[src/rtl/uart_pkg.sv]
// Shared UART definitions used by both the transmit and receive paths.
package uart_pkg;

  typedef enum logic [1:0] {
    IDLE  = 2'd0,
    START = 2'd1,
    DATA  = 2'd2,
    STOP  = 2'd3
  } tx_state_t;

  localparam int DATA_BITS            = 8;
  localparam int DEFAULT_CLKS_PER_BIT = 10;

endpackage

[src/rtl/uart_transmitter_if.sv]
// Byte handshake between an upstream producer (master) and the UART transmitter (slave).
interface uart_transmitter_if;
  import uart_pkg::*;

  logic [DATA_BITS-1:0] data_in;
  logic                 data_valid;
  logic                 data_ready;

  modport master (output data_in, output data_valid, input data_ready);
  modport slave  (input data_in, input data_valid, output data_ready);

endinterface

[src/rtl/uart_tx_fifo.sv]
// Synchronous FIFO with registered read data; pointers carry an extra wrap bit
// so that full and empty are distinguishable without a separate counter.
module uart_tx_fifo
  import uart_pkg::*;
#(
  parameter int WIDTH = DATA_BITS,
  parameter int DEPTH = 4
) (
  input  logic                   clock,
  input  logic                   reset_n,
  input  logic                   push,
  input  logic                   pop,
  input  logic [WIDTH-1:0]       wr_data,
  output logic [WIDTH-1:0]       rd_data,
  output logic                   full,
  output logic                   empty,
  output logic [$clog2(DEPTH):0] count
);

  localparam int AW = $clog2(DEPTH);

  logic [AW:0]      wr_ptr_r;
  logic [AW:0]      rd_ptr_r;
  logic [WIDTH-1:0] mem_r [DEPTH];
  logic [WIDTH-1:0] rd_data_r;
  logic             push_ok_s;
  logic             pop_ok_s;

  assign full      = (wr_ptr_r[AW] != rd_ptr_r[AW]) && (wr_ptr_r[AW-1:0] == rd_ptr_r[AW-1:0]);
  assign empty     = (wr_ptr_r == rd_ptr_r);
  assign count     = wr_ptr_r - rd_ptr_r;
  assign push_ok_s = push & ~full;
  assign pop_ok_s  = pop & ~empty;
  assign rd_data   = rd_data_r;

  // Storage, pointers and read-data register.
  always_ff @(posedge clock or negedge reset_n) begin
    if (!reset_n) begin
      wr_ptr_r  <= {(AW+1){1'b0}};
      rd_ptr_r  <= {(AW+1){1'b0}};
      rd_data_r <= {WIDTH{1'b0}};
      for (int i = 0; i < DEPTH; i++) begin
        mem_r[i] <= {WIDTH{1'b0}};
      end
    end else begin
      if (push_ok_s) begin
        mem_r[wr_ptr_r[AW-1:0]] <= wr_data;
        wr_ptr_r                <= wr_ptr_r + 1'b1;
      end
      if (pop_ok_s) begin
        rd_data_r <= mem_r[rd_ptr_r[AW-1:0]];
        rd_ptr_r  <= rd_ptr_r + 1'b1;
      end
    end
  end

endmodule

[src/rtl/uart_transmitter.sv]
// 8N1 UART transmitter: queues bytes from a valid/ready handshake and shifts
// them out LSB first, each bit held for CLKS_PER_BIT clocks.
module uart_transmitter
  import uart_pkg::*;
#(
  parameter int CLKS_PER_BIT = DEFAULT_CLKS_PER_BIT,
  parameter int FIFO_DEPTH   = 4,
  parameter int STOP_BITS    = 1
) (
  input  logic                        clock,
  input  logic                        reset_n,
  uart_transmitter_if.slave           tx_if,
  output logic                        serialOut,
  output logic                        busy,
  output logic [$clog2(FIFO_DEPTH):0] fifo_count
);

  localparam int             BW        = $clog2(CLKS_PER_BIT);
  localparam logic [BW-1:0]  BAUD_ZERO = BW'(0);
  localparam logic [BW-1:0]  BAUD_LAST = BW'(CLKS_PER_BIT - 1);
  localparam logic [2:0]     LAST_BIT  = 3'(DATA_BITS - 1);

  tx_state_t            state_r;
  logic [BW-1:0]        baud_cnt_r;
  logic [2:0]           bit_cnt_r;
  logic [DATA_BITS-1:0] shift_r;
  logic                 serial_r;
  logic                 stop_idx_r;

  logic                 fifo_full_s;
  logic                 fifo_empty_s;
  logic [DATA_BITS-1:0] fifo_rd_s;
  logic                 push_s;
  logic                 pop_s;
  logic                 baud_last_s;
  logic                 stop_last_s;

  assign push_s      = tx_if.data_valid & ~fifo_full_s;
  assign baud_last_s = (baud_cnt_r == BAUD_LAST);
  assign stop_last_s = (state_r == STOP) && baud_last_s && (stop_idx_r == 1'(STOP_BITS - 1));
  assign pop_s       = ~fifo_empty_s && ((state_r == IDLE) || stop_last_s);

  assign tx_if.data_ready = ~fifo_full_s;
  assign serialOut        = serial_r;
  assign busy             = (state_r != IDLE) || ~fifo_empty_s;

  uart_tx_fifo #(
    .WIDTH (DATA_BITS),
    .DEPTH (FIFO_DEPTH)
  ) u_fifo (
    .clock   (clock),
    .reset_n (reset_n),
    .push    (push_s),
    .pop     (pop_s),
    .wr_data (tx_if.data_in),
    .rd_data (fifo_rd_s),
    .full    (fifo_full_s),
    .empty   (fifo_empty_s),
    .count   (fifo_count)
  );

  // Frame sequencer; serial_r is always loaded with the level of the state being entered.
  always_ff @(posedge clock or negedge reset_n) begin
    if (!reset_n) begin
      state_r    <= IDLE;
      baud_cnt_r <= BAUD_ZERO;
      bit_cnt_r  <= 3'd0;
      shift_r    <= {DATA_BITS{1'b0}};
      serial_r   <= 1'b1;
      stop_idx_r <= 1'b0;
    end else begin
      case (state_r)
        IDLE: begin
          if (pop_s) begin
            state_r    <= START;
            baud_cnt_r <= BAUD_ZERO;
            bit_cnt_r  <= 3'd0;
            serial_r   <= 1'b0;
          end else begin
            serial_r   <= 1'b1;
          end
        end
        START: begin
          if (baud_last_s) begin
            // The popped byte is valid in fifo_rd_s from the cycle after the pop;
            // shift_r keeps only the bits still to be sent.
            state_r    <= DATA;
            baud_cnt_r <= BAUD_ZERO;
            serial_r   <= fifo_rd_s[0];
            shift_r    <= {1'b1, fifo_rd_s[DATA_BITS-1:1]};
          end else begin
            baud_cnt_r <= baud_cnt_r + 1'b1;
            serial_r   <= 1'b0;
          end
        end
        DATA: begin
          if (baud_last_s) begin
            baud_cnt_r <= BAUD_ZERO;
            if (bit_cnt_r == LAST_BIT) begin
              state_r    <= STOP;
              serial_r   <= 1'b1;
              stop_idx_r <= 1'b0;
            end else begin
              bit_cnt_r  <= bit_cnt_r + 3'd1;
              serial_r   <= shift_r[0];
              shift_r    <= {1'b1, shift_r[DATA_BITS-1:1]};
            end
          end else begin
            baud_cnt_r <= baud_cnt_r + 1'b1;
          end
        end
        STOP: begin
          if (baud_last_s) begin
            baud_cnt_r <= BAUD_ZERO;
            stop_idx_r <= ~stop_idx_r;
            if (stop_last_s && pop_s) begin
              state_r   <= START;
              bit_cnt_r <= 3'd0;
              serial_r  <= 1'b0;
            end else if (stop_last_s) begin
              state_r   <= IDLE;
              serial_r  <= 1'b1;
            end else begin
              serial_r  <= 1'b1;
            end
          end else begin
            baud_cnt_r <= baud_cnt_r + 1'b1;
            serial_r   <= 1'b1;
          end
        end
        default: begin
          state_r  <= IDLE;
          serial_r <= 1'b1;
        end
      endcase
    end
  end

endmodule

[src/flat_wrapper.sv]
// flat-port wrapper written by rule: the top's interface ports become plain ports
module uart_transmitter_flat import uart_pkg::*;
#(
  parameter int CLKS_PER_BIT = DEFAULT_CLKS_PER_BIT,
  parameter int FIFO_DEPTH   = 4,
  parameter int STOP_BITS    = 1
)
  (clock, reset_n, serialOut, busy, fifo_count, tx_if_data_in, tx_if_data_valid, tx_if_data_ready);
  uart_transmitter_if tx_if_i ();
  input  logic clock;
  input  logic reset_n;
  output logic serialOut;
  output logic busy;
  output logic [$clog2(FIFO_DEPTH):0] fifo_count;
  input wire logic [$bits(tx_if_i.data_in)-1:0] tx_if_data_in;
  input wire logic [$bits(tx_if_i.data_valid)-1:0] tx_if_data_valid;
  output wire logic [$bits(tx_if_i.data_ready)-1:0] tx_if_data_ready;
  assign tx_if_i.data_in = tx_if_data_in;
  assign tx_if_i.data_valid = tx_if_data_valid;
  assign tx_if_data_ready = tx_if_i.data_ready;
  uart_transmitter #(.CLKS_PER_BIT(CLKS_PER_BIT), .FIFO_DEPTH(FIFO_DEPTH), .STOP_BITS(STOP_BITS)) u_core (.clock(clock), .reset_n(reset_n), .tx_if(tx_if_i), .serialOut(serialOut), .busy(busy), .fifo_count(fifo_count));
endmodule
[config.mk]
export PLATFORM = sky130hd
export DESIGN_NAME = uart_transmitter_flat
export DESIGN_NICKNAME = d
export VERILOG_FILES = /design/src/rtl/uart_pkg.sv /design/src/rtl/uart_transmitter_if.sv /design/src/rtl/uart_tx_fifo.sv /design/src/rtl/uart_transmitter.sv /design/src/flat_wrapper.sv
export SDC_FILE = /design/constraint.sdc
export NUM_CORES = 1
export LEC_CHECK = 0
export ABC_AREA = 0
export CAP_MARGIN = 20
export CORE_MARGIN = 5
export CORE_UTILIZATION = 41
export DETAILED_ROUTE_END_ITERATION = 10
export DONT_BUFFER_PORTS = 1
export HOLD_SLACK_MARGIN = 0.03
export PLACE_DENSITY = 0.6
export SLEW_MARGIN = 40
export SYNTH_ARGS = -nofsm -noshare
export SYNTH_HDL_FRONTEND = slang
export SYNTH_SLANG_ARGS = --single-unit
[constraint.sdc]
create_clock -name clock -period 2.4 [get_ports clock]
set_input_delay 0.48 -clock clock [delete_from_list [all_inputs] [get_ports clock]]
set_output_delay 0.48 -clock clock [all_outputs]
set_load 0.03 [all_outputs]
# [After elaboration in Yosys (flattened, before gate mapping)]
# Cells that the tools add are included.
# W data, S select, Z words.
[totals] inputBits=11 ff_bits=65
[classes] n_addsub=5 bitwise_logic=8 n_reduce_logical=18 n_mux=38 order_cmp=3 eq_ne=16
[ops] cell="$mux W8" n=6
[ops] cell="$bwmux W32" n=1
[ops] cell="$bmux W8 S2" n=1
[ops] cell="$demux W8 S2" n=1
[ops] cell="$pmux W8 S2" n=1
[ops] cell="$mux W3" n=5
[ops] cell="$mux W2" n=7
[ops] cell="$reduce_and A6 Y1" n=2
[ops] cell="$ne A2 B1 Y1 const B" n=5
[ops] cell="$add A3 B1 Y3 const B" n=3
[ops] cell="$mux W1" n=9
[ops] cell="$pmux W3 S3" n=1
[ops] cell="$mux W4" n=2
[ops] cell="$pmux W2 S4" n=1
[ops] cell="$pmux W4 S2" n=1
[ops] cell="$reduce_and A4 Y1" n=2
[ops] cell="$ge A3 B3 Y1 const B" n=2
[ops] cell="$logic_and A1 B1 Y1" n=6
[ops] cell="$not A2 Y3" n=2
[ops] cell="$reduce_bool A2 Y1" n=3
[ops] cell="$add A4 B1 Y4 const B" n=1
[ops] cell="$eq A2 B2 Y1 const B" n=2
[ops] cell="$eq A4 B4 Y1 const B" n=1
[ops] cell="$ne A2 B2 Y1 const B" n=2
[ops] cell="16 further kinds" n=21

# [Logic depth before layout (Yosys ltp)]
[logic_depth] depth_word=9 mapped_depth=8

# [By module]
# A second synthesis with hierarchy kept.
[hier_totals] cells_unflattened=253 area_unflattened_um2=3335.7
[modules_own_cells] mod="uart_tx_fifo" cells_each=132 area_per_inst_um2=2118.3 n_inst=1
[modules_own_cells] mod="uart_transmitter" cells_each=121 area_per_inst_um2=1217.4 n_inst=1

# [Least setup slack after synthesis]
# OpenSTA, ideal clock, no wires.
[synth_timing] kind="register -> register" startpoint="reg u_core.u_fifo.rd_ptr_r[1]" endpoint="reg u_core.state_r[1]" arrival_time_ns=2.256 path_stages_with_launch=9 path_slack_ns=0.019 cell_sequence="dfrtp_1 > clkbuf_1 > inv_1 > ha_1 > and3_1 > and2_2 > inv_1 > and3_1 > mux2_2"
[synth_between] elab_chain_len=7 word_cells_on_any_way=10
[synth_rtl] element="start, declared" line="uart_tx_fifo.sv:23" source="logic [AW:0] rd_ptr_r;"
[synth_rtl] element="start signal, assigned" line="uart_tx_fifo.sv:40" source="rd_ptr_r <= {(AW+1){1'b0}};"
[synth_rtl] element="start signal, assigned" line="uart_tx_fifo.sv:52" source="rd_ptr_r <= rd_ptr_r + 1'b1;"
[synth_rtl] element="$eq A3 B3 Y1 *" line="uart_tx_fifo.sv:30" source="assign empty = (wr_ptr_r == rd_ptr_r);"
[synth_rtl] element="$not A1 Y1 *" line="uart_transmitter.sv:41" source="assign pop_s = ~fifo_empty_s && ((state_r == IDLE) || stop_last_s);"
[synth_rtl] element="$logic_and A1 B1 Y1 *" line="uart_transmitter.sv:41"
[synth_rtl] element="$logic_and A1 B1 Y1" line="uart_transmitter.sv:116" source="if (stop_last_s && pop_s) begin"
[synth_rtl] element="$mux W2" line="uart_transmitter.sv:116"
[synth_rtl] element="$mux W2" line="uart_transmitter.sv:113" source="if (baud_last_s) begin"
[synth_rtl] element="$pmux W2 S4" line="uart_transmitter.sv:72" source="case (state_r)"
[synth_rtl] element="end signal, assigned" line="uart_transmitter.sv:75" source="state_r <= START;"
[synth_rtl] element="end signal, assigned" line="uart_transmitter.sv:117" source="state_r <= START;"
[synth_rtl] element="end signal, assigned" line="uart_transmitter.sv:121" source="state_r <= IDLE;"
[synth_rtl] element="end, declared" line="uart_transmitter.sv:23" source="tx_state_t state_r;"
# Mark *: on every way between the ends. The rest lies on a longest branch, timed or not. The select of a mux whose other input is x is not followed.
# A chain may end at the register's enable or synchronous reset.

# [Worst setup path in the final report]
[layout_timing] startpoint="reg u_core.u_fifo.wr_ptr_r[0]" endpoint="out busy"
[layout_between] elab_chain_len=3
[layout_rtl] element="start, declared" line="uart_tx_fifo.sv:22" source="logic [AW:0] wr_ptr_r;"
[layout_rtl] element="start signal, assigned" line="uart_tx_fifo.sv:39" source="wr_ptr_r <= {(AW+1){1'b0}};"
[layout_rtl] element="start signal, assigned" line="uart_tx_fifo.sv:48" source="wr_ptr_r <= wr_ptr_r + 1'b1;"
[layout_rtl] element="$eq A3 B3 Y1" line="uart_tx_fifo.sv:30"
[layout_rtl] element="$not A1 Y1" line="uart_transmitter.sv:45" source="assign busy = (state_r != IDLE) || ~fifo_empty_s;"
[layout_rtl] element="$logic_or A1 B1 Y1" line="uart_transmitter.sv:45"
[layout_rtl] element="end, declared" line="flat_wrapper.sv:13" source="output logic busy;"
# No other way between the ends.

==> results.txt <==
FF/Latch Area -> 1630 um^2
Final TNS setup -> 0 ns
Max Fclk -> 439 MHz
PwrDens -> 1490 nW/um^2
port buffer count -> 0
n_diodes -> 0
Post-Syn Area per Cell -> 13.1 um^2
core area -> 7690 um^2
global placer's final weighted congestion -> 0.767
root buf cell -> clkbuf_8
Rows -> 32
library cells used by synthesis -> 45
Clk pwr share -> 17.9%
Synth warnings -> 0
RSZ-0062 raised after global routing -> no
via count of the first global-routing pass -> 1918
Post-DP HPWL -> 3870 um
Tot GR Track Use -> 12.5%
routed via count -> 1894
worst-margin pin slew -> 0.462 ns
Sequential Power Share -> 36.7%
Top FF cell, synth -> dfrtp_1
Via density -> 5.16
hold crit path type -> in2reg
clock buffer count from CTS -> 9
Initial Util -> 41.9%
critical path class -> reg2out
worst-path maximum fanout -> 6
Die W -> 98.7 um
reg-to-reg setup timing slack -> 0.41 ns
CTS tree -> done
min Tclk post-route -> 2.28 ns
Multi-input gate area -> 1510 um^2
status -> completed
final cell count without fillers -> 367
CP Launch Type -> flip-flop
Critical Path AT -> 1.80 ns
first-pass GRT wire length -> 9690 um
final setup vio count -> 0
Peak VDD IR -> 0.759 mV
Post-synth top cells -> dfrtp_1 (64), mux2_2 (42), o21ai_0 (17)
fillers -> 716
P_sw -> 2010 uW
clock slew at reported path FFs -> 0.08 ns
max cap viols -> 0
Die Y -> 98.7 um
drt pass-1 iters -> 4
layout cells sized above 1 -> 35.8%
Iteration-0 DRC Markers -> 84
GRT overflow -> 0
top cells by area, synth -> dfrtp_1 (50%), mux2_2 (15%), mux4_2 (5.6%)
most numerous cell in the Yosys netlist -> dfrtp_1
Post-DRT Antenna Nets -> 0
crit end category -> output pin
static leakage -> 0.00160 uW
Placed Cells -> 348
WL final -> 5660 um
Avg WL per Cell -> 15.4 um
CTS H-Tree Depth -> 3
Crit path required time -> 1.92 ns
Hold Slack -> 0.282 ns
largest net degree at the start of global routing -> 66
share of async-settable or async-resettable flops after synthesis -> 100%
Setup WS post-layout -> 0.124 ns
sequential-to-total area share from yosys stat -> 50.5%
cell area after synthesis -> 3220 um^2
synth-to-layout area growth -> 12.7%
number of remaining DRC errors -> 0
Yosys top cell area share -> 49.7%
clock skew -> 0.0116 ns
power share of the combinational group -> 45.5%
Post-synth EDFFs -> 0
initial antenna violation count -> 0
Worst-Skew Late Latency -> 0.34 ns
top cell type by total area after synthesis -> dfrtp_1
clk sinks -> 65
post-placement setup slack -> 0.350 ns
switching portion of total power -> 37.1%
slew margin rel. -> 69.2%
Die Footprint -> 9740 um^2
Internal -> 3420 uW
I/O Pins -> 17
final period utilization -> 94.8%
syn_nets -> 272
Synth Instances -> 246
Synth Register Bits -> 65
# nets final -> 286
Pins Over Slew Limit -> 0
buffer depth of the longest clock path -> 2
Final Hold Viols -> 0
==> power by group through the flow <==
stage	Sequential (uW)	Clock [uW]	Combinational, uW
floorplan	1900	0	2040
global placement	1990	0	2390
detailed placement	2020	0	2440
CTS	1990	1000	2490
global route	2060	1050	2730
finish	1990	970	2470
==> logic make-up (layout without fill, tap and decap cells) <==
logic type               Yosys count  count (layout)  share of synthesized area [%]
XOR/XNOR                           7               7                           2.13
multiplexers                      60              60                           23.5
adder cells (fa/ha/maj)           15              15                           6.05
AO/OA/AOI/OAI                     38              38                           8.15
flip-flops                        65              65                           50.5
AND/OR/NAND/NOR                   39              39                           6.67
buffers and inverters             22              41                           2.99
==> layout by cell type, fill, tap and decap left out, drive strengths merged, types with 8 or more instances in the layout <==
| cell | count |
|---|---|
| mux2 | 43 |
| dfrtp | 64 |
| mux2i | 9 |
| ha | 14 |
| inv | 16 |
| mux4 | 8 |
| clkbuf | 10 |
| nand2 | 18 |
| buf | 10 |
| o21ai | 17 |
==> final cells by class <==
| class | instances | share of cell area, % |
|---|---|---|
| inverters | 14 | 1.45 |
| multi-input cells | 159 | 41.5 |
| repair buffers | 11 | 2.89 |
| clock buffers | 10 | 3.79 |
| flip-flops and latches | 65 | 44.8 |
| well taps | 102 | 3.51 |
| clock inverters | 6 | 2.03 |
==> repair_timing <==
action                                  CTS  global route
resized for setup                         1             3
endpoints found under the setup margin    1             1
hold buffers                              2             0
pin swaps                                 0             0
hold endpoints to repair                 65             0
setup buffers                             0             1
==> metal layers <==
layer / track usage (%) / vias up / share of wire (%)
li1: - / 923 / -
met5: 0 / - / 0
met3: 4.03 / 6 / 3.6
met2: 20.1 / 26 / 48
met4: 3.15 / 0 / 0.83
met1: 16.6 / 939 / 48
==> critical path: stages (launching register included) <==
cell and delay, ns:
dfrtp_1 0.39, inv_2 0.10, ha_2 0.33, and3_1 0.19, and2_2 0.22, inv_1 0.07, buf_4 0.16
==> path summary, 6_finish.rpt <==
path,start,to,cells after the start
min in group asynchronous,reset_n,u_core.baud_cnt_r[1],2
worst max-delay path,u_core.u_fifo.wr_ptr_r[0],busy,6
worst min register to register,u_core.shift_r[7],u_core.shift_r[7],1
worst max register to register,u_core.state_r[0],u_core.state_r[1],6
max in group asynchronous,reset_n,u_core.serialOut,2
worst min-delay path,tx_if_data_in[0],u_core.u_fifo.mem_r[8],1
==> registers in the layout (all words and copies together), names as in the netlist <==
| name | flops |
|---|---|
| u_core.u_fifo.mem_r | 32 |
| u_core.shift_r | 8 |
| u_core.u_fifo.rd_data | 8 |
| u_core.baud_cnt_r | 4 |
| u_core.bit_cnt_r | 3 |
| u_core.u_fifo.rd_ptr_r | 3 |
| u_core.u_fifo.wr_ptr_r | 3 |
| u_core.state_r | 2 |
| u_core.serialOut | 1 |
| u_core.stop_idx_r | 1 |
==> stage by stage <==
| step | util [%] | total power (uW) | area, um^2 |
|---|---|---|---|
| after floorplan | - | 3940 | 3220 |
| after global routing | 47.2 | 5840 | 3630 |
| after detailed placement | 43.8 | 4460 | 3370 |
| after CTS | 47.1 | 5490 | 3620 |
| after global placement | 43.8 | 4390 | 3370 |
| final | 47.2 | 5430 | 3630 |
Note: power is estimated with default switching activity, not from simulation.
